==> src/rtl/cpu_ex_muldiv.sv <==
// Iterative EX-stage multiply/divide unit with architectural HI/LO registers.
// Optional macro CPU_MULDIV_EARLY_OUT_EN: multiply leaves early once the multiplier is exhausted.
module cpu_ex_muldiv #(
    parameter int DATA_W = 32
) (
    input  logic              clk,
    input  logic              clr_n,
    input  logic              flush,
    input  logic              req_valid,
    input  logic [2:0]        req_op,
    input  logic [DATA_W-1:0] req_a,
    input  logic [DATA_W-1:0] req_b,
    output logic              req_ready,
    output logic              busy,
    output logic              done,
    output logic [DATA_W-1:0] hi,
    output logic [DATA_W-1:0] lo,
    output logic              rd_valid,
    output logic [DATA_W-1:0] rd_data
);

    localparam int CNT_W = $clog2(DATA_W) + 1;

    localparam logic [2:0] OP_MTHI = 3'b100;
    localparam logic [2:0] OP_MTLO = 3'b101;
    localparam logic [2:0] OP_MFHI = 3'b110;
    localparam logic [2:0] OP_MFLO = 3'b111;

    typedef enum logic [1:0] {IDLE, MUL, DIV, FIX} state_t;

    state_t state_q, state_d;

    logic [2*DATA_W-1:0] acc_q;     // product accumulator
    logic [2*DATA_W-1:0] mcand_q;   // shifted multiplicand; low half holds the divisor
    logic [DATA_W-1:0]   opq_q;     // multiplier shifter, or dividend -> quotient
    logic [DATA_W-1:0]   rem_q;
    logic [CNT_W-1:0]    cnt_q;
    logic                neg_q, neg_r, div_q, div0_q;
    logic [DATA_W-1:0]   hi_q, lo_q, rd_data_q;
    logic                rd_valid_q, done_q;

    logic                accept, signed_op, last_iter, early_out, fits;
    logic [DATA_W-1:0]   a_mag, b_mag;
    logic [DATA_W:0]     rem_sh;
    logic [2*DATA_W-1:0] prod;
    logic [DATA_W-1:0]   quo, rem, hi_res, lo_res;

    assign accept    = req_valid & req_ready & ~flush;
    assign signed_op = ~req_op[0];
    assign a_mag     = (signed_op && req_a[DATA_W-1]) ? -req_a : req_a;
    assign b_mag     = (signed_op && req_b[DATA_W-1]) ? -req_b : req_b;
    assign last_iter = (cnt_q == CNT_W'(DATA_W - 1));

`ifdef CPU_MULDIV_EARLY_OUT_EN
    assign early_out = (opq_q[DATA_W-1:1] == '0);
`else
    assign early_out = 1'b0;
`endif

    // Restoring step: the running remainder stays below the divisor, so W bits hold it.
    assign rem_sh = {rem_q, opq_q[DATA_W-1]};
    assign fits   = (rem_sh >= {1'b0, mcand_q[DATA_W-1:0]});

    assign prod   = neg_q ? -acc_q : acc_q;
    assign quo    = neg_q ? -opq_q : opq_q;
    assign rem    = neg_r ? -rem_q : rem_q;
    assign hi_res = div_q ? rem : prod[2*DATA_W-1:DATA_W];
    assign lo_res = div_q ? (div0_q ? '1 : quo) : prod[DATA_W-1:0];

    always_ff @(posedge clk or negedge clr_n) begin
        if (!clr_n) state_q <= IDLE;
        else        state_q <= state_d;
    end

    always_comb begin
        // NOTE: every always_comb output gets a default first so no path infers a latch.
        state_d = state_q;
        case (state_q)
            IDLE: if (accept && !req_op[2]) state_d = req_op[1] ? DIV : MUL;
            MUL:  if (last_iter || early_out) state_d = FIX;
            DIV:  if (last_iter) state_d = FIX;
            FIX:  state_d = IDLE;
            default: state_d = IDLE;
        endcase
        if (flush) state_d = IDLE;
    end

    // NOTE: sequential state uses non-blocking assignments so all registers update together.
    always_ff @(posedge clk or negedge clr_n) begin
        if (!clr_n) begin
            acc_q      <= '0;
            mcand_q    <= '0;
            opq_q      <= '0;
            rem_q      <= '0;
            cnt_q      <= '0;
            neg_q      <= 1'b0;
            neg_r      <= 1'b0;
            div_q      <= 1'b0;
            div0_q     <= 1'b0;
            hi_q       <= '0;
            lo_q       <= '0;
            rd_data_q  <= '0;
            rd_valid_q <= 1'b0;
            done_q     <= 1'b0;
        end else begin
            done_q     <= 1'b0;
            rd_valid_q <= 1'b0;
            if (!flush) begin
                case (state_q)
                    IDLE: if (accept) begin
                        case (req_op)
                            OP_MTHI: hi_q <= req_a;
                            OP_MTLO: lo_q <= req_a;
                            OP_MFHI, OP_MFLO: begin
                                rd_data_q  <= req_op[0] ? lo_q : hi_q;
                                rd_valid_q <= 1'b1;
                            end
                            default: begin
                                acc_q   <= '0;
                                rem_q   <= '0;
                                cnt_q   <= '0;
                                opq_q   <= req_op[1] ? a_mag : b_mag;
                                mcand_q <= {{DATA_W{1'b0}}, (req_op[1] ? b_mag : a_mag)};
                                neg_q   <= signed_op & (req_a[DATA_W-1] ^ req_b[DATA_W-1]);
                                neg_r   <= signed_op & req_a[DATA_W-1];
                                div_q   <= req_op[1];
                                div0_q  <= (req_b == '0);
                            end
                        endcase
                    end
                    MUL: begin
                        if (opq_q[0]) acc_q <= acc_q + mcand_q;
                        mcand_q <= mcand_q << 1;
                        opq_q   <= opq_q >> 1;
                        cnt_q   <= cnt_q + CNT_W'(1);
                    end
                    DIV: begin
                        rem_q <= fits ? (rem_sh[DATA_W-1:0] - mcand_q[DATA_W-1:0])
                                      : rem_sh[DATA_W-1:0];
                        opq_q <= {opq_q[DATA_W-2:0], fits};
                        cnt_q <= cnt_q + CNT_W'(1);
                    end
                    FIX: begin
                        hi_q   <= hi_res;
                        lo_q   <= lo_res;
                        done_q <= 1'b1;
                    end
                    default: ;
                endcase
            end
        end
    end

    assign req_ready = (state_q == IDLE);
    assign busy      = (state_q != IDLE);
    assign done      = done_q;
    assign hi        = hi_q;
    assign lo        = lo_q;
    assign rd_valid  = rd_valid_q;
    assign rd_data   = rd_data_q;

endmodule

==> config.mk <==
export PLATFORM = sky130hd
export DESIGN_NAME = cpu_ex_muldiv
export DESIGN_NICKNAME = d
export VERILOG_FILES = /design/src/rtl/cpu_ex_muldiv.sv
export SDC_FILE = /design/constraint.sdc
export NUM_CORES = 1
export LEC_CHECK = 0
export CORE_AREA = 2 2 213 267
export DETAILED_ROUTE_END_ITERATION = 16
export DIE_AREA = 0 0 215 269
export GPL_ROUTABILITY_DRIVEN = 0
export MAX_ROUTING_LAYER = met4
export PLACE_DENSITY_LB_ADDON = 0.15
export SETUP_SLACK_MARGIN = 0.4
export SYNTH_ARGS = -nofsm -noshare
export SYNTH_HDL_FRONTEND = slang
export SYNTH_SLANG_ARGS = --single-unit
==> constraint.sdc <==
create_clock -name clk -period 4.5 [get_ports clk]
set_input_delay 0.45 -clock clk [delete_from_list [all_inputs] [get_ports clk]]
set_output_delay 0.45 -clock clk [all_outputs]
set_load 0.005 [all_outputs]
Yosys cells after proc, flatten, opt, wreduce, memory -nomap -nowiden. Cells that the tools add are included.

Add/sub/neg operators: 8. Magnitude comparators: 1. Equal/unequal tests: 15. Muxes and demuxes: 45. Bitwise operators: 8. Reductions and logical operators: 25.

Operator list (number): 2-to-1 mux 32 bit (19); 2-to-1 mux 64 bit (6); case mux 64 bit (2 select lines) (2); case mux 32 bit (2 select lines) (3); negation 32 bit (4); case mux 32 bit (3 select lines) (1); adder 64 bit (1); negation 64 bit (1); greater-or-equal comparator 33 x 32 -> 1 bit (1); zero test 32 bit (1); AND reduction 4 bit (8); subtractor 32 bit (1); == test 3 bit, second input constant (4); 2-to-1 mux 6 bit (2); case mux 6 bit (2 select lines) (1); nonzero test 2 bit (5); 2-to-1 mux 2 bit (4); adder 6 x 1 -> 6 bit, second input constant (1); == test 6 x 5 -> 1 bit, second input constant (1); 2-to-1 mux 1 bit (6); != test 2 x 1 -> 1 bit, second input constant (3); case mux 2 bit (3 select lines) (1); AND reduction 5 bit (1); bitwise AND 1 bit (4); 14 further kinds (21).

Flip-flop bits (word level): 302. Input port bits: 71. Output and inout bits: 100. Word-level logic and storage cells: 117.

Longest topological paths before layout. Gate-level depths: netlist of run 1.

Word-level depth: 7. Mapped depth: 14. Depth with buffers taken out: 14.

Worst setup path before layout of run 1. Ideal clock, no wire load.

Kind: reg-to-reg. Start: register opq_q[31]. End: register rem_q[30]. Setup time: 0.132 ns. Arrival time: 3.064 ns. Required time: 4.368 ns. Path slack: 1.303 ns. Cell stages (with the launch flop): 15. Path buffers: 0. Clock period less this slack: 3.197 ns. Path through: dfrtp_1 > inv_1 > ha_1 > inv_1 > fa_1 > a211oi_1 > o21ai_0 > and3b_1 > o31a_1 > o21ai_0 > o31a_1 > o21ai_0 > a31oi_1 > xor2_1 > o211ai_1.

Cells in the longest elaborated chain, start to end: 3. Elaborated cells on any way between the ends: 4. Those cells by class: 1 x add/sub; 1 x order compare; 2 x mux.

RTL lines: start: declaration (line 35) `logic [DATA_W-1:0] opq_q;`; start signal: assignment (line 122) `opq_q <= req_op[1] ? a_mag : b_mag;`; start signal: assignment (line 134) `opq_q <= opq_q >> 1;`; start signal: assignment (line 140) `opq_q <= {opq_q[DATA_W-2:0], fits};`; subtractor 32 bit / greater-or-equal comparator 33 x 32 -> 1 bit (equally long branches) (line 138, 62); 2-to-1 mux 32 bit * (line 138) `rem_q <= fits ? (rem_sh[DATA_W-1:0] - mcand_q[DATA_W-1:0])`; case mux 32 bit (2 select lines) * (line 109) `case (state_q)`; end signal: assignment (line 138); end: declaration (line 36) `logic [DATA_W-1:0] rem_q;`.

Mark *: on every way between the ends. The rest lies on a longest branch, timed or not. A chain may end at the register's enable or synchronous reset.

Worst setup path after layout of run 1.
Start: register opq_q[31]. End: register rem_q[28].

Same word-level chain as after synthesis.

==> results_dict.tcl, run 1 <==
set metrics [dict create \
    post-dp-hpwl_um 68700 \
    die_h_um 269 \
    nFillCells 5506 \
    ys_seq_elements 302 \
    antenna_found_initial 1 \
    syn-num-nets 3179 \
    finalSetupViolCount 0 \
    end_kind "register" \
    num_vias 23513 \
    r2r-start "opq_q[31]" \
    synth_edf_count 0 \
    synth_area_um2 23600 \
    grt_max_degree 112 \
    io_buffer_count 170 \
    pre_cts_ws_ps 643 \
    drc 0 \
    powerDensity_nw_per_um2 631 \
    avgSynthCellArea_um2 7.86 \
    wirelength_um 89300 \
    reg2reg_slack_ps 600 \
    yosys.area.top_type "dfrtp_1" \
    async_reset_ff_share_pct 100 \
    worst_r2r_path_depth 15 \
    hold_viol 7 \
    tightest_slew_ps 1090 \
    violations "negative hold slack" \
    use_met3_pct 4.21 \
    grt_pass1_vias 22057 \
    final_nets 3231 \
    ctsHtreeMaxLevel 2 \
    start_kind "register" \
    use_met1_pct 37.5 \
    cts_root_buf "clkbuf_16" \
    design_area_um2 27000 \
    grt_use_met2_pct 49.2 \
    yosys-top-cells-count "nand2_1, dfrtp_1, o21ai_0, nor2_1, a21oi_1" \
    synthMostInstantiatedCell "nand2_1" \
    min_path_type "in2async" \
    clkTransAtPathRegs_ps 60 \
    status "finished with violations" \
    drv_slew 0 \
    synthTopCellsByArea "dfrtp_1, o21ai_0, xnor2_1" \
    fin_skew_ps 30.9 \
    finalPower_w 0.0171 \
    startpoint "opq_q[31]" \
    top_usage_layer "met2" \
    critPathKind "reg2reg" \
    drtIter0Drc 2449 \
    drive_gt1_share_pct 4.42 \
    ir_drop_mv 0.335 \
    yosysWarnings 0 \
    period_needed_ps 3900 \
    worstReg2RegEnd "rem_q[28]" \
    synth_cells 3001 \
    core_um2 55600 \
    seq_area_um2 7560 \
    antenna_left 0 \
    holdWs_ps -29.9 \
    power.leakage_nw 11.5 \
    grt-ovfl-total 0 \
    crit_arrival_ps 4330 \
    rsz0062_at_grt "no" \
    cap_violations 0 \
    ys_seq_area_share_pct 32.1 \
    period_share_pct 86.6 \
    yosysUniqueCellTypes 73 \
    cp_max_fo 4 \
    die_area_um2 57800 \
    area_delta_synth_final_pct 14.7 \
    grt_first_pass_wirelength_um 134000 \
    clock_path_buffers 3 \
    hold_buffers 0 \
    postLayoutCoreUtil_pct 48.7 \
    viasPerCell 6.15 \
    ios 171 \
    row_count 97 \
    initial_core_util_pct 42.4 \
    slew_headroom_pct 27.1 \
    firstDrtPassIters 7 \
    synth_top_area_share_pct 32.1 \
    clock_latency_ps 570 \
    finalSetupTns_ps 0 \
    placed_cell_area_um2 25900 \
    multi_input_area_um2 15000 \
    cts_inserted_buffers 36 \
    ys.flop_type "dfrtp_1" \
    fmax_mhz 257 \
    finalWorstSetupSlack_ps 603 \
    cts-resized-gates 0 \
    die_w_um 215 \
    cts_tree "built" \
    cts_num_sinks 302 \
    wl_per_cell_um 23.4 \
    gr-usage-all-layers_pct 31.1 \
    worst-endpoint-required_ps 4940 \
    postCtsSetupBuffers 0 \
]
registers in the layout (all words and copies together) (netlist names), 2 cells and up:
register	cells
rem_q	32
hi	32
state_q	2
cnt_q	6
mcand_q	64
rd_data	32
lo	32
opq_q	32
acc_q	64
power by group:
group	internal [W]	switching [W]
registers	0.00359	0.00122
logic	0.00365	0.00563
clock network	0.00171	0.00129
metal layers:
layer / wire (µm) / vias to the layer above
met5: 0 / -
met2: 40600 / 986
met3: 6140 / 231
met1: 35800 / 11307
met4: 6760 / 0
li1: - / 10989
worst max-delay path: stages (launching register included):
cell,delay (ps)
dfrtp_1,450
inv_1,120
ha_1,210
inv_1,70
fa_1,430
a211oi_1,360
o21ai_0,230
and3b_1,260
o31a_1,300
o21ai_0,230
buf_4,190
o31a_1,170
o21ai_0,200
a31oi_1,250
xor2_1,210
o211ai_1,100
metrics by stage:
stage                     cells  hold WS [ps]
final                      3823         -29.9
after floorplan            3001           154
after detailed placement   3757           470
after global routing       3823          45.8
after CTS                  3822          21.2
after global placement     3757           464
layout by cell type, fill, tap and decap left out, types with 23 or more instances in the layout:
cell / Yosys / routed
mux2i_1: 59 / 59
a211oi_1: 50 / 50
o31ai_1: 44 / 44
inv_1: 77 / 77
buf_4: 0 / 41
o21ai_0: 285 / 285
clkbuf_16: 0 / 36
o21bai_1: 29 / 29
ha_1: 105 / 102
or4_1: 24 / 23
or3_1: 26 / 26
a21oi_1: 247 / 247
xor2_1: 98 / 98
nand2_1: 342 / 341
nor2_1: 271 / 271
a22oi_1: 24 / 24
clkdlybuf4s50_1: 0 / 167
nor3_1: 49 / 49
nand3_1: 156 / 156
nand4_1: 28 / 28
a21o_1: 47 / 47
o221ai_1: 35 / 35
o211ai_1: 30 / 30
o41ai_1: 29 / 29
xnor2_1: 158 / 158
a31oi_1: 67 / 67
dfrtp_1: 302 / 300
cell type report:
class / count / share of cell area [%]
Clock buffer: 51 / 3.76
Sequential cell: 302 / 28.0
Clock inverter: 14 / 0.620
Multi-Input combinational cell: 2419 / 55.5
Timing Repair Buffer: 214 / 7.63
Inverter: 80 / 1.11
Antenna cell: 1 / 0.00925
Tap cell: 742 / 3.43
how the worst max path moves through the flow:
stage                      endpoint  slack, ps  depth (start not counted)
final                     rem_q[28]        600                         15
after global routing      acc_q[49]        430                         11
after CTS                    hi[19]        640                          9
after detailed placement     hi[19]        640                          9
after global placement       hi[19]        670                          9
after floorplan           rem_q[30]       1300                         14
logic make-up (layout without fill, tap and decap cells):
kind of cell | Yosys count | in the layout | share of synthesized area [%]
DFF | 302 | 302 | 32.1
and+or+nand+nor | 1022 | 1022 | 20.0
other | 0 | 1 | 0
AOI/OAI and AO/OA | 970 | 970 | 25.5
adders and majority gates | 107 | 107 | 5.74
muxes | 64 | 64 | 2.74
buffers and inverters | 280 | 359 | 4.47
xor gates and xnor gates | 256 | 256 | 9.51
No activity file was read; power rests on OpenSTA's default activity.
==> run 2, diff against run 1 <==
--- a/config.mk
+++ b/config.mk
@@ -5,6 +5,7 @@
 export SDC_FILE = /design/constraint.sdc
 export NUM_CORES = 1
 export LEC_CHECK = 0
+export CAP_MARGIN = 20
 export CORE_AREA = 2 2 213 267
 export DETAILED_ROUTE_END_ITERATION = 16
 export DIE_AREA = 0 0 215 269
==> results of run 2 <==
The final DEF is identical to that of run 1; final timing and power are the same.
==> run 3, diff against run 2 <==
--- a/config.mk
+++ b/config.mk
@@ -12,7 +12,7 @@
 export GPL_ROUTABILITY_DRIVEN = 0
 export MAX_ROUTING_LAYER = met4
 export PLACE_DENSITY_LB_ADDON = 0.15
-export SETUP_SLACK_MARGIN = 0.4
+export SETUP_SLACK_MARGIN = 0.02
 export SYNTH_ARGS = -nofsm -noshare
 export SYNTH_HDL_FRONTEND = slang
 export SYNTH_SLANG_ARGS = --single-unit
==> results of run 3 <==
The final DEF is identical to that of run 1; final timing and power are the same.
